**src/rtl/config_fifo_responder.sv**
```systemverilog
// Config bus responder: buffers initiator writes in a FIFO and returns them, oldest first, on reads.
// Pops land on read_data one cycle after the r_en edge; dropped writes and refused reads are reported as sticky flags.
module config_fifo_responder #(
    parameter int unsigned WIDTH = 8,
    parameter int unsigned DEPTH = 4,
    localparam int unsigned CW = $clog2(DEPTH + 1)
) (
    input  logic             clk,
    input  logic             rst_n,
    input  logic             r_en,
    input  logic             w_en,
    input  logic [WIDTH-1:0] write_data,
    output logic [WIDTH-1:0] read_data,
    output logic             read_valid,
    output logic [CW-1:0]    count,
    output logic             full,
    output logic             empty,
    output logic             overflow,
    output logic             underflow
);

    localparam int unsigned AW = (DEPTH > 1) ? $clog2(DEPTH) : 1;

    logic [WIDTH-1:0] mem [DEPTH];
    logic [AW-1:0]    wr_ptr;
    logic [AW-1:0]    rd_ptr;
    logic             push_c;
    logic             pop_c;

    // Occupancy decode; pointer equality alone is ambiguous, so count is the reference
    assign full  = (count == CW'(DEPTH));
    assign empty = (count == CW'(0));

    // A full FIFO still takes a write when a pop frees a slot in the same cycle
    assign push_c = w_en && (!full || r_en);
    assign pop_c  = r_en && !empty;

    // Storage is deliberately left out of reset
    always_ff @(posedge clk) begin
        if (push_c) begin
            mem[wr_ptr] <= write_data;
        end
    end

    always_ff @(posedge clk or negedge rst_n) begin
        if (!rst_n) begin
            wr_ptr     <= '0;
            rd_ptr     <= '0;
            count      <= '0;
            read_data  <= '0;
            read_valid <= 1'b0;
            overflow   <= 1'b0;
            underflow  <= 1'b0;
        end else begin
            read_valid <= pop_c;
            if (push_c) begin
                wr_ptr <= wr_ptr + AW'(1);
            end
            if (pop_c) begin
                read_data <= mem[rd_ptr];
                rd_ptr    <= rd_ptr + AW'(1);
            end
            case ({push_c, pop_c})
                2'b10:   count <= count + CW'(1);
                2'b01:   count <= count - CW'(1);
                default: count <= count;
            endcase
            if (w_en && full && !r_en) begin
                overflow <= 1'b1;
            end
            if (r_en && empty) begin
                underflow <= 1'b1;
            end
        end
    end

endmodule

```
**config.mk**
```make
export PLATFORM = sky130hd
export DESIGN_NAME = config_fifo_responder
export DESIGN_NICKNAME = d
export VERILOG_FILES = /design/src/rtl/config_fifo_responder.sv
export SDC_FILE = /design/constraint.sdc
export NUM_CORES = 1
export LEC_CHECK = 0
export ABC_AREA = 1
export CAP_MARGIN = 20
export CORE_MARGIN = 1.5
export CORE_UTILIZATION = 59
export DETAILED_ROUTE_END_ITERATION = 10
export PLACE_DENSITY = 0.94
export SETUP_SLACK_MARGIN = 0.4
export SYNTH_ARGS = -nofsm -noshare
export SYNTH_HDL_FRONTEND = slang
export SYNTH_SLANG_ARGS = --single-unit
```
**constraint.sdc**
```tcl
create_clock -name clk -period 3.3 [get_ports clk]
set_clock_uncertainty 0.05 [all_clocks]
set_input_delay 0.66 -clock clk [delete_from_list [all_inputs] [get_ports clk]]
set_output_delay 0.66 -clock clk [all_outputs]
set_load 0.01 [all_outputs]
```
==> flow_metrics.py <==
metrics = {
    "die": {
        "die_h_um": 65.3,
        "start_util_pct": 62.1,
        "num_rows": 22,
        "core_area_um2": 3690,
        "dieArea_um2": 4270,
        "chipWidth_um": 65.3,
        "ioPinCount": 28,
    },
    "setup_path": {
        "cp_max_fo": 12,
        "cp-endpoint": "count[2]$_DFFE_PN0P_",
        "cpPeakStageDelay_ps": 520,
        "crit_arrival_ps": 2510,
        "r2r_slack_ps": 1180,
        "crit_family": "buffers and inverters",
        "cp.required_ps": 3460,
        "cp_num_cells": 9,
        "worstSetupStartpoint": "r_en",
        "crit_path_end_kind": "flip-flop",
        "crit_slowest_cell": "clkdlybuf4s50_1",
        "critPathKind": "in2reg",
        "reg2reg_to": "count[2]$_DFFE_PN0P_",
        "cp_num_buf_inv": 3,
        "reg2reg_from": "count[0]$_DFFE_PN0P_",
        "cp_cell_sequence": "clkdlybuf4s50_1 > nand2_4 > inv_2 > ha_1 > inv_1 > fa_1 > nand2_1 > nand3_1 > xor2_1",
        "r2r_cells": 10,
        "cp-start-kind": "primary input",
    },
    "sta": {
        "finalHoldViolations": 0,
        "fin_setup_tns_ps": 0,
        "whs_ps": 429,
        "finalCriticalPeriod_ps": 2340,
        "worst_pin_slew_ps": 796,
        "finalCritPeriodShare_pct": 71.1,
        "slew_viol_final": 0,
        "setup_viol": 0,
        "rsz0062_at_grt": "false",
        "finalWorstSetupSlack_ps": 955,
        "fmaxAchievable_ghz": 0.426,
        "relSlewSlack_pct": 46.8,
    },
    "yosys": {
        "synth-compound-area-share_pct": 1.26,
        "syn_area_um2": 2290,
        "ys_async_sr_fraction_pct": 36.0,
        "synth_common_cells": "nand2_1, inv_1, edfxtp_1",
        "synth-edff-count": 32,
        "netlist_top_cells_area": "edfxtp_1, dfrtp_1, nand2_1, inv_1, nand2_2",
        "synth-main-ff-cell": "edfxtp_1",
        "synthMostInstantiatedCell": "nand2_1",
        "syn_inst": 220,
        "synth_fa_ha_area_share_pct": 3.60,
        "synth_xor_xnor_area_share_pct": 1.53,
        "avgSynthCellArea_um2": 10.4,
        "synth_nets": 238,
        "yosysWarnings": 0,
        "synth_top_family_by_area": "simple AND/OR/NAND/NOR gates",
        "synth_seq_cells": 50,
        "synth_mux_area_share_pct": 0,
        "synth_top_cell_area_share_pct": 41.9,
        "yosys.area.top_type": "edfxtp_1",
        "yosys.area_share.simple_pct": 20.9,
        "yosysUniqueCellTypes": 24,
        "seq_area_frac_synth_pct": 61.6,
    },
    "routing": {
        "first_pass_iters": 4,
        "drt_iter0_drc": 147,
        "drc": 0,
        "vias": 1459,
        "postRouteWirelength_mm": 4.02,
        "via_per_inst": 4.86,
        "drtAntennaViolNets": 0,
        "wl_per_cell_um": 13.4,
    },
    "finish": {
        "insertedDiodeCount": 0,
        "nFillCells": 253,
        "syn2layout_area_growth_pct": 17.1,
        "drive_gt1_share_pct": 13.5,
        "design_area_um2": 2680,
        "fin_cells": 300,
        "fin_nets": 269,
    },
    "clock_network": {
        "clk_path_buf_depth": 2,
        "ctsHoldBuffers": 0,
        "cts_tree": "done",
        "cts_setup_buffers": 0,
        "cts_sinks": 50,
        "clock_latency_ps": 320,
        "post_cts_resized": 0,
        "clockRootBuffer": "clkbuf_8",
        "cts_buffers": 5,
        "cts_max_level": 2,
        "path_clk_slew_ps": 90,
    },
    "grt": {
        "track_usage_pct": 22.3,
        "grt_max_degree": 19,
        "grt_pass1_wl_mm": 6.71,
        "grt_pass1_vias": 1428,
        "antenna_found_initial": 0,
        "grt_overflow": 0,
    },
    "placement": {
        "dp_slack_ps": 637,
        "io_buffers": 27,
        "placed_area_um2": 2570,
        "dp.cells": 292,
        "gp_congestion": 0.704,
        "hpwl_mm": 2.75,
    },
    "min_path": {
        "hp-class": "reg2reg",
    },
    "power": {
        "leakage_uw": 0.00126,
        "ir_worst_vdd_mv": 0.512,
        "p_per_area_nw_per_um2": 858,
    },
    "outcome": {
        "outcome": "complete, no violations",
    },
    "run": {
        "drv_cap": 0,
    },
}
-- area by class of cell --
class | count | area, um2 | area share, %
multi-input combinational | 115 | 624 | 23.3
clock inverter | 2 | 37.5 | 1.40
sequential | 50 | 1410 | 52.6
clock buffer | 6 | 72.6 | 2.70
tap | 48 | 60.1 | 2.24
timing repair buffer | 29 | 285 | 10.6
inverter | 50 | 193 | 7.18
-- placed cells by master, fill, tap and decap left out, drive strengths merged, types with 5 or more instances in the layout --
master and count:
ha 5, clkdlybuf4s50 27, inv 50, nor2 5, nand3 20, nand2 75, dfrtp 18, edfxtp 32
clkbuf 6
-- registers in the layout, summed over array words and instances, names as in the netlist --
signal and count:
rd_ptr 2, overflow 1, count 3, wr_ptr 2, mem 32, read_data 8
underflow 1, read_valid 1
-- cells by family after synthesis --
group	count (synthesis)
AO/OA/AOI/OAI	4
XOR/XNOR	4
adder cells (fa/ha/maj)	6
buffers and inverters	55
flip-flops	50
AND/OR/NAND/NOR	101
-- worst min-delay path by stage --
stage | from | to | cells after the start
global route | overflow$_DFFE_PN0P_ | overflow$_DFFE_PN0P_ | 1
finish | overflow$_DFFE_PN0P_ | overflow$_DFFE_PN0P_ | 1
CTS | overflow$_DFFE_PN0P_ | overflow$_DFFE_PN0P_ | 1
floorplan | rst_n | count[0]$_DFFE_PN0P_ | 0
detailed placement | underflow$_DFFE_PN0P_ | underflow$_DFFE_PN0P_ | 1
global placement | underflow$_DFFE_PN0P_ | underflow$_DFFE_PN0P_ | 1
-- power by group --
part	switching (uW)	total, uW	internal (uW)
Combinational	483	866	383
Clock	199	425	226
Sequential	163	1010	850
Total	845	2300	1460
-- routing by layer --
| layer | routed length (um) | share of wire [%] | GRT usage, % | up-vias |
|---|---|---|---|---|
| met4 | 112 | 2.8 | 10.4 | 0 |
| met5 | 0 | 0 | 0 | - |
| met1 | 1640 | 41 | 28.0 | 669 |
| li1 | - | - | - | 731 |
| met3 | 223 | 5.6 | 6.85 | 12 |
| met2 | 2050 | 51 | 35.6 | 47 |
-- through the flow --
step                      power, uW  util (%)
final                          2300      72.8
after global placement         1840      69.8
after global routing           2470      72.8
after CTS                      2320      72.8
after floorplan                1590         -
after detailed placement       1880      69.8
-- worst register-to-register path: stages (launching register included) --
cell     delay [ps]
dfrtp_1         500
nor2_4           80
nand2_4          80
nand2_4         130
inv_2           190
ha_1            200
inv_1            70
fa_1            380
nand2_1          80
nand3_1         100
xor2_1          150
No activity file was read; power rests on OpenSTA's default activity.
==> RTL edit 1: new RTL, config.mk and constraints unchanged <==
Change the parameter `WIDTH` from 8 to 6.
--- a/src/rtl/config_fifo_responder.sv
+++ b/src/rtl/config_fifo_responder.sv
@@ -2,5 +2,5 @@
 // Pops land on read_data one cycle after the r_en edge; dropped writes and refused reads are reported as sticky flags.
 module config_fifo_responder #(
-    parameter int unsigned WIDTH = 8,
+    parameter int unsigned WIDTH = 6,
     parameter int unsigned DEPTH = 4,
     localparam int unsigned CW = $clog2(DEPTH + 1)
Ports: changed (resized read_data and write_data); port bits go from 28 to 24. The function was not compared with the original's and may differ.
==> RTL edit 1 against the original RTL <==
The flow now finishes with violations (design-rule violations); area after synthesis fell by 22%; power fell by 26%; cell area fell by 22%; setup slack got worse by 0.0024 ns; wire length fell by 26%; sequential cell count fell by 10; hold slack improved by 0.013 ns; count of clock-buffer cells in the layout rose by 1.
==> RTL edit 1: results <==
set metrics [dict create \
    wl_met3_um 147 \
    insertion_delay_ns 0.34 \
    p_int_mw 1.07 \
    synthTopCellsByCount "nand2_1, inv_1, edfxtp_1, dfrtp_1, nand3_1" \
    hpwl_um 2110 \
    cts_root_buffer "clkbuf_4" \
    synth_seq_area_share_pct 62.6 \
    dp_slack_ns 0.664 \
    clk_pin_slew_worst_paths_ns 0.11 \
    nNetsFinal 223 \
    status "finished, violations left" \
    grt_pass1_wl_um 4850 \
    power.leakage_nw 1.00 \
    drt-total-wl_um 2960 \
    vias 1172 \
    use_met2_pct 30.4 \
    vdd_drop_max_mv 0.460 \
    reg2reg_depth 9 \
    syn-num-nets 196 \
    port_buffers 23 \
    grt_max_degree 17 \
    worstSetupPathType "flip-flop to primary output" \
    reg2reg_from "count[1]" \
    worst_slew_pin_slew_ns 0.694 \
    violations "design-rule violations" \
    yosys-top-cells-area "edfxtp_1, dfrtp_1, nand2_1, inv_1, nand3_1" \
    drc 2 \
    place_area_um2 2040 \
    setup.worst_path.end "empty" \
    timing.fmax_ghz 0.426 \
]
==> RTL edit 1: cell types whose count changed after synthesis, moves of 2 or more <==
cell      delta
nand3_1      -4
inv_1        -8
nand2_2     -16
dfrtp_1      -2
edfxtp_1     -8
buf_12       -2
==> RTL edit 1: power groups by stage <==
stage	registers, mW	clock network [mW]	logic, mW
final	0.798	0.227	0.680
after global routing	0.816	0.253	0.759
after CTS	0.799	0.232	0.685
after detailed placement	0.811	0	0.680
after global placement	0.802	0	0.648
after floorplan	0.793	0	0.432
==> RTL edit 1: critical path: stages, from the launching register on <==
cell	delay [ns]
dfrtp_1	0.45
nor2_2	0.17
nand2_2	0.10
inv_1	0.06
clkdlybuf4s50_1	0.52
==> RTL edit 1: how the worst min path moves through the flow <==
stage | endpoint | slack, ns
detailed placement | overflow | 0.42
global route | read_data[1] | 0.46
CTS | overflow | 0.45
finish | underflow | 0.44
floorplan | count[0] | 0.31
global placement | read_data[5] | 0.41
==> RTL edit 1: layout make-up <==
class,count,area (um2)
Sequential cell,40,1120
Fill cell,188,744
Multi-Input combinational cell,95,488
Timing Repair Buffer,23,230
Inverter,42,158
Clock buffer,7,45.0
Tap cell,31,38.8
Clock inverter,1,3.75
==> RTL edit 1: kinds of logic (layout without fill, tap and decap cells) <==
family	after synthesis	in the layout	synth area share [%]
AO/OA/AOI/OAI	4	4	1.40
XOR/XNOR	4	4	1.96
adder cells (fa/ha/maj)	6	6	4.61
buffers and inverters	45	73	10.1
flip-flops	40	40	62.6
AND/OR/NAND/NOR	81	81	19.3
==> RTL edit 1: metrics by stage <==
stage | hold WS (ns) | std cells
2_1_floorplan | 0.314 | 180
3_3_place_gp | 0.414 | 231
3_5_place_dp | 0.418 | 231
4_1_cts | 0.447 | 239
5_1_grt | 0.457 | 239
6_report | 0.442 | 239
==> RTL edit 2: new RTL, same settings <==
Made on the original files. Reset style: synchronous (`rst_n`), changed in one clocked block.
--- a/src/rtl/config_fifo_responder.sv
+++ b/src/rtl/config_fifo_responder.sv
@@ -43,5 +43,5 @@
     end
 
-    always_ff @(posedge clk or negedge rst_n) begin
+    always_ff @(posedge clk) begin
         if (!rst_n) begin
             wr_ptr     <= '0;
Behaviour: differs if rst_n is asserted again (counterexample within 4 cycles, from zero or initial values and one cycle with rst_n low); with rst_n held inactive, the same outputs for 10 cycles.
==> RTL edit 2 against the original RTL <==
First-iteration DRC count shrank 29%; non-clock buffer count is the same; sequential power shrank 17%; area after synthesis is the same; hold slack lost 0.018 ns; clock power shrank 17%; setup slack lost 0.082 ns; wire length shrank 2.4%; sequential cell count is the same; cell area shrank 1.5%; power shrank 23%; critical path type unchanged.
==> RTL edit 2: results <==
set metrics [dict create \
    layout-drive-gt1-share_pct 8.80 \
    synth_seq_area_share_pct 57.6 \
    met2_length_um 1970 \
    slew_headroom_pct 43.5 \
    yosys.area_share.xor_xnor_pct 0 \
    status "completed" \
    synth_mux_area_share_pct 0 \
    syn-num-nets 272 \
    insertion_delay_ns 0.31 \
    clockBufferDepth 2 \
    rr_endpoint "count[2]" \
    drt_iter0_markers 105 \
    crit_start "r_en" \
    cts_setup_buffers 0 \
    cts_buffers 5 \
    hold_depth 2 \
    antenna_found_initial 0 \
    grt_pass1_wl_um 6750 \
    synth_cell_types 23 \
    n_fill_cell 271 \
    wl_met3_um 165 \
    synth_adder_area_share_pct 3.60 \
    synth_edf_count 32 \
    place.gp.congestion 0.744 \
    viasPerCell 4.84 \
    drt_first_pass_iters 4 \
    path_delay_family "buffers and inverters" \
    synth_compound_area_share_pct 2.62 \
    synthTopCellsByCount "nand2_1, inv_1, edfxtp_1, nor2_1, nand3_1" \
    nNetsFinal 301 \
    power.leakage_nw 1.20 \
    cts_root_buffer "clkbuf_8" \
    slowest_delay_ns 0.45 \
    groute.usage.overall_pct 21.3 \
    reg2reg_from "count[2]" \
    topRoutingLayerUsed "met4" \
    vdd_drop_max_mv 0.406 \
    async_flop_share_pct 0 \
    grt_pass1_vias 1542 \
    yosys-top-cells-area "edfxtp_1, dfxtp_1, nand2_1, inv_1, nand3_1" \
    cts_resized 0 \
    drt-total-wl_um 3920 \
    hpwl_um 2700 \
    yosysWarningCount 0 \
    hold_class "flip-flop to flip-flop" \
    grt_max_degree 21 \
    worstSetupPathType "primary input to flip-flop" \
    ys.flop_type "edfxtp_1" \
    slowest_stage "clkdlybuf4s50_1" \
    wl_met1_um 1700 \
    r2r_setup_slack_ns 1.19 \
    htree_levels 2 \
    clk_pin_slew_worst_paths_ns 0.09 \
    cp_max_fo 5 \
    antennaDiodeCount 0 \
    largestRegisters "mem: 32 flops, read_data: 8 flops, count: 3 flops" \
    port_buffers 27 \
]
[RTL edit 2: cell types whose count changed in the layout (fill, tap and decap cells not counted), moves of 5 or more]
cell | before | now
nand2_1 | 55 | 60
nand2_2 | 18 | 9
inv_1 | 48 | 56
dfrtp_1 | 18 | 0
dfxtp_1 | 0 | 18
nor2_1 | 4 | 27
a21oi_1 | 0 | 5
[RTL edit 2: final cells by class]
| cell class | instances | share of cell area, % |
|---|---|---|
| multi-input combinational | 137 | 24.8 |
| tap | 48 | 2.27 |
| inverter | 60 | 8.81 |
| sequential | 50 | 50.0 |
| timing repair buffer | 29 | 10.8 |
| clock inverter | 3 | 0.758 |
| clock buffer | 5 | 2.60 |
[RTL edit 2: worst min path at each step]
stage                   from        to  slack [ns]
floorplan           overflow  overflow        0.42
global placement    overflow  overflow        0.39
detailed placement  overflow  overflow        0.40
CTS                 overflow  overflow        0.41
global route        overflow  overflow        0.44
finish              overflow  overflow        0.41
[RTL edit 2: worst register-to-register path: stages, from the launching register on]
cell	delay, ns
dfxtp_1	0.40
inv_2	0.08
nand2_2	0.11
nand2_2	0.25
inv_2	0.16
ha_1	0.17
inv_1	0.07
fa_1	0.38
inv_1	0.07
nand2_1	0.05
nand3_1	0.08
nand2_1	0.05
nand2_1	0.05
nor2_1	0.05
[RTL edit 2: through the flow]
stage	instance area (um2)	setup WS (ns)	hold WS (ns)	std cells
2_1_floorplan	2290	1.23	0.424	254
3_3_place_gp	2550	0.632	0.389	324
3_5_place_dp	2550	0.566	0.401	324
4_1_cts	2640	0.898	0.414	332
5_1_grt	2640	0.631	0.441	332
6_report	2640	0.873	0.411	332
[RTL edit 2: logic make-up after synthesis]
logic type | count (synthesis)
compound gates | 10
fa+ha+maj | 6
buf+inv | 67
flops | 50
simple gates | 121
[RTL edit 2: metal layers]
layer,vias up,global-route usage [%]
li1,827,-
met1,741,25.6
met2,32,36.2
met3,8,5.65
met4,0,8.59
met5,-,0
[RTL edit 2: power breakdown]
part           total, mW  switching, mW  internal (mW)
logic              0.588          0.332          0.257
registers          0.834         0.0790          0.755
clock network      0.352          0.203          0.149
